==> config.mk <==
export PLATFORM = sky130hd
export DESIGN_NAME = reg_write_demux
export DESIGN_NICKNAME = d
export VERILOG_FILES = /design/src/rtl/reg_write_demux.sv
export SDC_FILE = /design/constraint.sdc
export NUM_CORES = 1
export LEC_CHECK = 0
export CAP_MARGIN = 25
export CORE_MARGIN = 2
export CORE_UTILIZATION = 47
export CTS_CLUSTER_SIZE = 28
export DETAILED_ROUTE_END_ITERATION = 8
export PLACE_DENSITY = 0.74
export SETUP_SLACK_MARGIN = 0.3
export SYNTH_ARGS = -nofsm -noshare
export SYNTH_HDL_FRONTEND = slang
export SYNTH_SLANG_ARGS = --single-unit
==> constraint.sdc <==
create_clock -name clk -period 3.4 [get_ports clk]
set_input_delay 0.68 -clock clk [delete_from_list [all_inputs] [get_ports clk]]
set_output_delay 0.68 -clock clk [all_outputs]
set_load 0.03 [all_outputs]
==> src/rtl/reg_write_demux.sv <==
// reg_write_demux
// Write-port distribution stage placed between the destination-register select
// mux and the register file. Requests (addr, data) are buffered in a small
// FIFO. The FIFO drains one entry per cycle into a registered one-hot write
// strobe with matching data. chk_hit lets hazard logic stall readers of any
// register that still has a write in flight.
//
// Build option: define REGW_ZERO_GUARD_EN to treat register 0 as hard-wired.
// Writes to it still occupy a slot and still produce out_valid, but the strobe
// stays all-zero and chk_addr=0 never hits. With the macro undefined, register
// 0 behaves like any other register.
//
// DEPTH must be 2 or 4. The pointer wrap relies on a power-of-two depth.

module reg_write_demux #(
  parameter  int ADDR_W   = 5,
  parameter  int DATA_W   = 32,
  parameter  int DEPTH    = 2,
  localparam int NUM_REGS = 2 ** ADDR_W,
  localparam int CNT_W    = $clog2(DEPTH + 1)
) (
  input  logic                clk,
  input  logic                rst,
  input  logic                in_valid,
  output logic                in_ready,
  input  logic [ADDR_W-1:0]   in_addr,
  input  logic [DATA_W-1:0]   in_data,
  input  logic                out_stall,
  output logic                out_valid,
  output logic [NUM_REGS-1:0] out_strobe,
  output logic [DATA_W-1:0]   out_data,
  input  logic [ADDR_W-1:0]   chk_addr,
  output logic                chk_hit,
  output logic [CNT_W-1:0]    count
);

  localparam int PTR_W = $clog2(DEPTH);
  localparam logic [CNT_W-1:0] DEPTH_C = CNT_W'(DEPTH);
  localparam logic [PTR_W-1:0] LAST_PTR = PTR_W'(DEPTH - 1);

  // FIFO storage and bookkeeping
  logic [ADDR_W-1:0] addr_mem_q [DEPTH];
  logic [DATA_W-1:0] data_mem_q [DEPTH];
  logic [PTR_W-1:0]  wr_ptr_q, wr_ptr_d;
  logic [PTR_W-1:0]  rd_ptr_q, rd_ptr_d;
  logic [CNT_W-1:0]  count_q, count_d;

  // Output register
  logic                out_valid_q, out_valid_d;
  logic [NUM_REGS-1:0] out_strobe_q, out_strobe_d;
  logic [DATA_W-1:0]   out_data_q, out_data_d;
  logic [ADDR_W-1:0]   out_addr_q, out_addr_d;

  logic                push;
  logic                pop;
  logic [ADDR_W-1:0]   head_addr;
  logic [DATA_W-1:0]   head_data;
  logic [NUM_REGS-1:0] head_strobe;
  logic                hit;

  // in_ready comes from registered count only, so out_stall has no
  // combinational path to the upstream handshake. A push into an empty FIFO
  // is not poppable on the same edge because pop looks at count_q.
  assign in_ready  = (count_q != DEPTH_C);
  assign push      = in_valid && in_ready;
  assign pop       = (count_q != '0) && !out_stall;
  assign head_addr = addr_mem_q[rd_ptr_q];
  assign head_data = data_mem_q[rd_ptr_q];

  // Next-state for pointers and occupancy
  always_comb begin
    wr_ptr_d = wr_ptr_q;
    rd_ptr_d = rd_ptr_q;
    count_d  = count_q;
    if (push) begin
      wr_ptr_d = (wr_ptr_q == LAST_PTR) ? '0 : wr_ptr_q + 1'b1;
    end
    if (pop) begin
      rd_ptr_d = (rd_ptr_q == LAST_PTR) ? '0 : rd_ptr_q + 1'b1;
    end
    case ({push, pop})
      2'b10:   count_d = count_q + 1'b1;
      2'b01:   count_d = count_q - 1'b1;
      default: count_d = count_q;
    endcase
  end

  // Decode the head address into a one-hot register write enable
  always_comb begin
    head_strobe = '0;
    head_strobe[head_addr] = 1'b1;
`ifdef REGW_ZERO_GUARD_EN
    if (head_addr == '0) begin
      head_strobe = '0;
    end
`endif
  end

  // Next-state for the output register. out_data and the tracked address
  // hold across idle cycles. Only valid and strobe drop.
  always_comb begin
    out_valid_d  = pop;
    out_strobe_d = '0;
    out_data_d   = out_data_q;
    out_addr_d   = out_addr_q;
    if (pop) begin
      out_strobe_d = head_strobe;
      out_data_d   = head_data;
      out_addr_d   = head_addr;
    end
  end

  // Pending-write hit: any occupied FIFO slot, or the output register while
  // it is presenting a write
  always_comb begin
    hit = 1'b0;
    for (int i = 0; i < DEPTH; i++) begin
      if ((i < int'(count_q)) &&
          (addr_mem_q[rd_ptr_q + PTR_W'(i)] == chk_addr)) begin
        hit = 1'b1;
      end
    end
    if (out_valid_q && (out_addr_q == chk_addr)) begin
      hit = 1'b1;
    end
`ifdef REGW_ZERO_GUARD_EN
    if (chk_addr == '0) begin
      hit = 1'b0;
    end
`endif
  end

  // Entry storage needs no reset: slots are only observed while count covers them
  always_ff @(posedge clk) begin
    if (push) begin
      addr_mem_q[wr_ptr_q] <= in_addr;
      data_mem_q[wr_ptr_q] <= in_data;
    end
  end

  // Control and output state; async reset drops buffered writes
  always_ff @(posedge clk or posedge rst) begin
    if (rst) begin
      wr_ptr_q     <= '0;
      rd_ptr_q     <= '0;
      count_q      <= '0;
      out_valid_q  <= 1'b0;
      out_strobe_q <= '0;
      out_data_q   <= '0;
      out_addr_q   <= '0;
    end else begin
      wr_ptr_q     <= wr_ptr_d;
      rd_ptr_q     <= rd_ptr_d;
      count_q      <= count_d;
      out_valid_q  <= out_valid_d;
      out_strobe_q <= out_strobe_d;
      out_data_q   <= out_data_d;
      out_addr_q   <= out_addr_d;
    end
  end

  assign out_valid  = out_valid_q;
  assign out_strobe = out_strobe_q;
  assign out_data   = out_data_q;
  assign count      = count_q;
  assign chk_hit    = hit;

endmodule
**After elaboration in Yosys (flattened, before gate mapping)**

Memory sizes are Yosys's and may differ from the RTL's. A register that Yosys moved wholly into a read port is not among the register bits.
Index checks and enable logic that the tools add are counted.
Widths: inputs -> output; s select.

- Add/sub/neg operators: 4
- $lt $le $gt $ge: 4
- Eq/ne operators: 6
- Muxes and demuxes: 11
- Reductions and logical operators: 9

Operators with widths:

| cell | count |
|---|---|
| $mux 32 | 1 |
| $eq 5x5->1 | 3 |
| $mux 1 | 8 |
| $logic_and 1x1->1 | 6 |
| $lt 5x6->1 const B | 1 |
| $demux 1 s5 | 1 |
| $ge 5x1->1 const B | 1 |
| $lt 1x2->1 const A | 2 |
| $pmux 2 s2 | 1 |
| $reduce_bool 2->1 | 2 |
| $add 1x1->1 const B | 2 |
| $add 2x1->2 const B | 1 |
| $eq 2x1->1 const B | 1 |
| $eq 2x2->1 const B | 1 |
| $ne 2x2->1 const B | 1 |
| $sub 2x1->2 const B | 1 |
| $logic_not 1->1 | 1 |

- Flip-flop bits (word level): 42
- Memory bits (writable): 74
- Input bits: 46
- Output and inout port bits: 69
- Word-level logic and storage cells: 42
- Memories kept: 2

Memories:

| name | words | bits a word | rd ports | clocked after Yosys merged registers in | write ports | line | RTL |
|---|---|---|---|---|---|---|---|
| data_mem_q | 2 | 32 | 1 | 1 | 1 | 43 | `logic [DATA_W-1:0] data_mem_q [DEPTH];` |
| addr_mem_q | 2 | 5 | 2 | 0 | 1 | 42 | `logic [ADDR_W-1:0] addr_mem_q [DEPTH];` |

**Longest topological paths before layout**

An unclocked memory read counts as a cell.

- Word-level depth: 6
- Depth in mapped cells: 8
- Depth with buffers taken out: 7

**Worst setup path after synthesis**

No wires, ideal clock.

- Path type: reg2reg
- From: register count_q[0], in the netlist count[0]
- To: memory addr_mem_q[0][0], enable pin
- Setup time: 431 ps
- Arrival time: 2806 ps
- Required time: 2969 ps
- Slack: 163 ps
- Stages on the path, launching flop included: 6
- Buffers on the path: 0
- Clock period less this slack: 3237 ps
- Path through: dfrtp_1 -> inv_1 -> ha_1 -> inv_1 -> nand2_1 -> nor2_1

- Cells in the longest elaborated chain, start to end: 4

RTL lines:

| item | line | RTL |
|---|---|---|
| start: declaration | 46 | `logic [CNT_W-1:0] count_q, count_d;` |
| start signal: assignment | 154 | `count_q <= count_d;` |
| $ne 2x2->1 | 64 | `assign in_ready = (count_q != DEPTH_C);` |
| net in_ready | 25 | `output logic in_ready,` |
| $logic_and 1x1->1 | 65 | `assign push = in_valid && in_ready;` |
| $mux 1 | 135 | `if (push) begin` |
| $mux 1 (implied by the code) | 136 | `addr_mem_q[wr_ptr_q] <= in_addr;` |
| end: declaration | 42 |  |

The timed path passes the listed nets, and every way through them passes these cells.

**Worst setup path in the final report**

- From: register rd_ptr_q
- To: output port chk_hit

- Cells in the longest elaborated chain, start to end: 6
- Elaborated cells on any way between the ends: 9
- Those cells by class: add/sub (1); eq/ne (2); mux (3); reduce/logical (2); memory (1)

RTL lines:

| item | line | RTL |
|---|---|---|
| start: declaration | 45 | `logic [PTR_W-1:0] rd_ptr_q, rd_ptr_d;` |
| start signal: assignment | 153 | `rd_ptr_q <= rd_ptr_d;` |
| $add 1x1->1 / $mem_v2 2x5 (equally long branches) | -- |  |
| $mem_v2 2x5 * | -- |  |
| $eq 5x5->1 / $logic_and 1x1->1 (equally long branches) | 119, 118 |  |
| $logic_and 1x1->1 / $mux 1 (equally long branches) | 118 | `if ((i < int'(count_q)) &&` |
| $mux 1 * | 118 |  |
| $mux 1 * | 123 | `if (out_valid_q && (out_addr_q == chk_addr)) begin` |
| end: declaration | 33 | `output logic chk_hit,` |

Mark *: on every way between the ends. The rest lies on a longest branch, timed or not.

==> run metrics <==
result of the run=finished, final reports clean; delay-heaviest family, CP=simple AND/OR/NAND/NOR gates; GRT Util Overall=18.8%; CTS Buffer Depth=2; drt first pass iters=4; fin. max-slew vios=0; diodes inserted=0; pwr dens=923 mW/mm^2; vias=3357; DRC viols=0; Worst path slowest cell=dfrtp_4; Sw Pwr=2.30 mW; Int Pwr=4.60 mW; vias in the first global route=3427; Worst EP required=2.72 ns; initial core utilization=48.0%; gr ovfl total=0; DP HPWL=6990 um; # setup viols final=0; Placed Instances=628; share of the synthesized area in the top cell type=40.7%; total CTS buffers=17; max_slew headroom=54.7%; final hold viol count=0; worst path bufs/invs=2; num ports=115; Post-synth top cells=dfrtp_1 (74), edfxtp_1 (74), nand2_1 (50); CP startpoint kind=register; final wirelength=11100 um; first-pass GRT wire length=17600 um; Post-Synthesis Cells=378; HP Class=input pin to async pin; critical path class=register to primary output; TNS Setup=0 ns; unrepaired setup endpoints after global routing=no; fin cells=664; CTS sink cnt=148; initial antenna violation count=0; clock skew=0.00481 ns; Cell Chain, Critical Path=buf_4, mux2i_1, xor2_1, nand4_1, or3_1, nand3_2, buf_12; Die Span Y=112 um; top cells by area, synth=edfxtp_1 (41%), dfrtp_1 (34%), mux2i_1 (7.3%); Seq/Total Area, Yosys=74.6%; hold_buf cts=0; leak pwr=3.05 nW; Fin Hold WS=0.448 ns; sequential share of power=38.6%; WL/cell=16.7 um; fin crit share=89.7%; GP Congestion=0.755; Slew @ Worst Pin=0.675 ns; Layout area overhead=37.0%; CTS tree=built; Routed Antenna Nets=0; Gate power share=31.9%; clk slew on worst S/H paths=0.06 ns; asr flop ratio synth=50.0%; Syn Area/Cell=14.5 sq um; layout cells sized above 1=10.2%; root buf cell=clkbuf_16; Sw Ratio=33.3%; flop and latch count out of synthesis=148; DRT iter0 DRCs=170; Yosys warnings=0; Die ar.=0.0125 sq mm; fin crit period=3.05 ns; core box area=0.0114 sq mm; DR vias/cell=5.06; post-synth cell types=29; CP Capture Type=primary output; Mapped Area=0.00546 sq mm; Post-Syn Nets=428; Arrival @ worst endpoint=2.37 ns; die width=112 um; EDFF count, synth=74; Crit Path Max Fanout=13; H-tree depth=4; pin count of the biggest net entering global routing=76; max-cap viol count=0; clock share of power=29.4%; Max stage delay on crit path=0.58 ns; Nets=558; FP Rows=39; area leader, netlist=edfxtp_1; predominant post-synthesis flop cell=edfxtp_1; Max Fclk=0.328 GHz; I/O Buffers=114; Max IR drop VDD=464 uV; Clk Latency, worst-skew pair=0.42 ns
[repair_timing]
action                     in CTS  in global routing
cloned                          0                  0
gates resized for setup         1                  2
setup endpoints to repair       1                  1
buffers inserted                1                  3
pin swaps                       0                  1
[sequential cells by signal (all words and copies together), names as in the netlist]
signal	count
addr_mem_q	10
wr_ptr_q	1
data_mem_q	64
out_strobe	32
count	2
out_data	32
rd_ptr_q	1
out_valid	1
out_addr_q	5
[through the flow]
step           cell area (sq um)  utilization (%)  setup WS [ns]  power (mW)
2_1_floorplan               5470                -          0.772        4.02
3_3_place_gp                6780             59.7          0.418        4.79
3_5_place_dp                6780             59.7          0.360        4.85
4_1_cts                     7450             65.5          0.332        6.92
5_1_grt                     7480             65.8          0.223        7.23
6_report                    7480             65.8          0.352        6.90
[kinds of logic (layout without fill, tap and decap cells)]
group | Yosys count | count (layout) | share of synthesized area, %
muxes | 43 | 43 | 8.04
and+or+nand+nor | 101 | 101 | 7.60
DFF | 148 | 148 | 74.6
xor gates and xnor gates | 19 | 19 | 3.05
buffers and inverters | 21 | 164 | 1.81
AOI/OAI and AO/OA | 42 | 42 | 4.01
adders and majority gates | 4 | 4 | 0.916
[layer usage]
| metal | track usage [%] | part of all wire (%) | up-vias |
|---|---|---|---|
| li1 | - | - | 1576 |
| met1 | 22.1 | 40 | 1650 |
| met2 | 31.6 | 51 | 113 |
| met3 | 6.42 | 7.1 | 18 |
| met4 | 7.82 | 2.0 | 0 |
| met5 | 0 | 0 | - |
[cell type report]
| type | count | area (sq um) |
|---|---|---|
| tap | 143 | 179 |
| clock buffer | 17 | 425 |
| clock inverter | 15 | 226 |
| fill | 822 | 3890 |
| multi-input combinational | 209 | 1310 |
| timing repair buffer | 125 | 1230 |
| sequential | 148 | 4080 |
| inverter | 7 | 27.5 |
[path summary, 6_finish.rpt]
path                         startpoint           endpoint  slack (ns)  depth (start not counted)
max                            rd_ptr_q            chk_hit        0.35                          7
min                                 rst     out_strobe[17]        0.45                          2
max reg2reg                    count[0]  data_mem_q[0][20]        1.51                          6
min reg2reg                out_data[24]       out_data[24]        0.47                          2
max in group asynchronous           rst           rd_ptr_q        2.25                          3
min in group clk           out_data[24]       out_data[24]        0.47                          2
[power groups by stage]
stage / clock (mW) / combinational [mW] / sequential [mW]
after global routing: 2.13 / 2.39 / 2.71
after global placement: 0 / 2.10 / 2.70
after floorplan: 0 / 0.969 / 3.05
after CTS: 2.06 / 2.19 / 2.67
final: 2.03 / 2.20 / 2.67
after detailed placement: 0 / 2.14 / 2.71
[cells in the final DEF, fill, tap and decap left out, types with 4 or more instances in the layout]
cell type / Yosys / routed
nand2_1: 50 / 50
buf_4: 0 / 11
mux2i_1: 40 / 40
clkbuf_16: 0 / 17
o21ai_0: 39 / 39
bufinv_16: 0 / 5
dfrtp_1: 74 / 73
ha_1: 4 / 4
edfxtp_1: 74 / 74
nand3_1: 5 / 4
xor2_1: 11 / 11
inv_1: 7 / 6
xnor2_1: 8 / 8
nor2_1: 35 / 34
clkdlybuf4s50_1: 0 / 113
[worst register-to-register path: cells and delay by family, from the launching register on]
family | cells | cell delay, ns
simple gates | 2 | 0.24
flops | 1 | 0.42
buf+inv | 3 | 0.64
fa+ha+maj | 1 | 0.20
No activity file was read; power rests on OpenSTA's default activity.
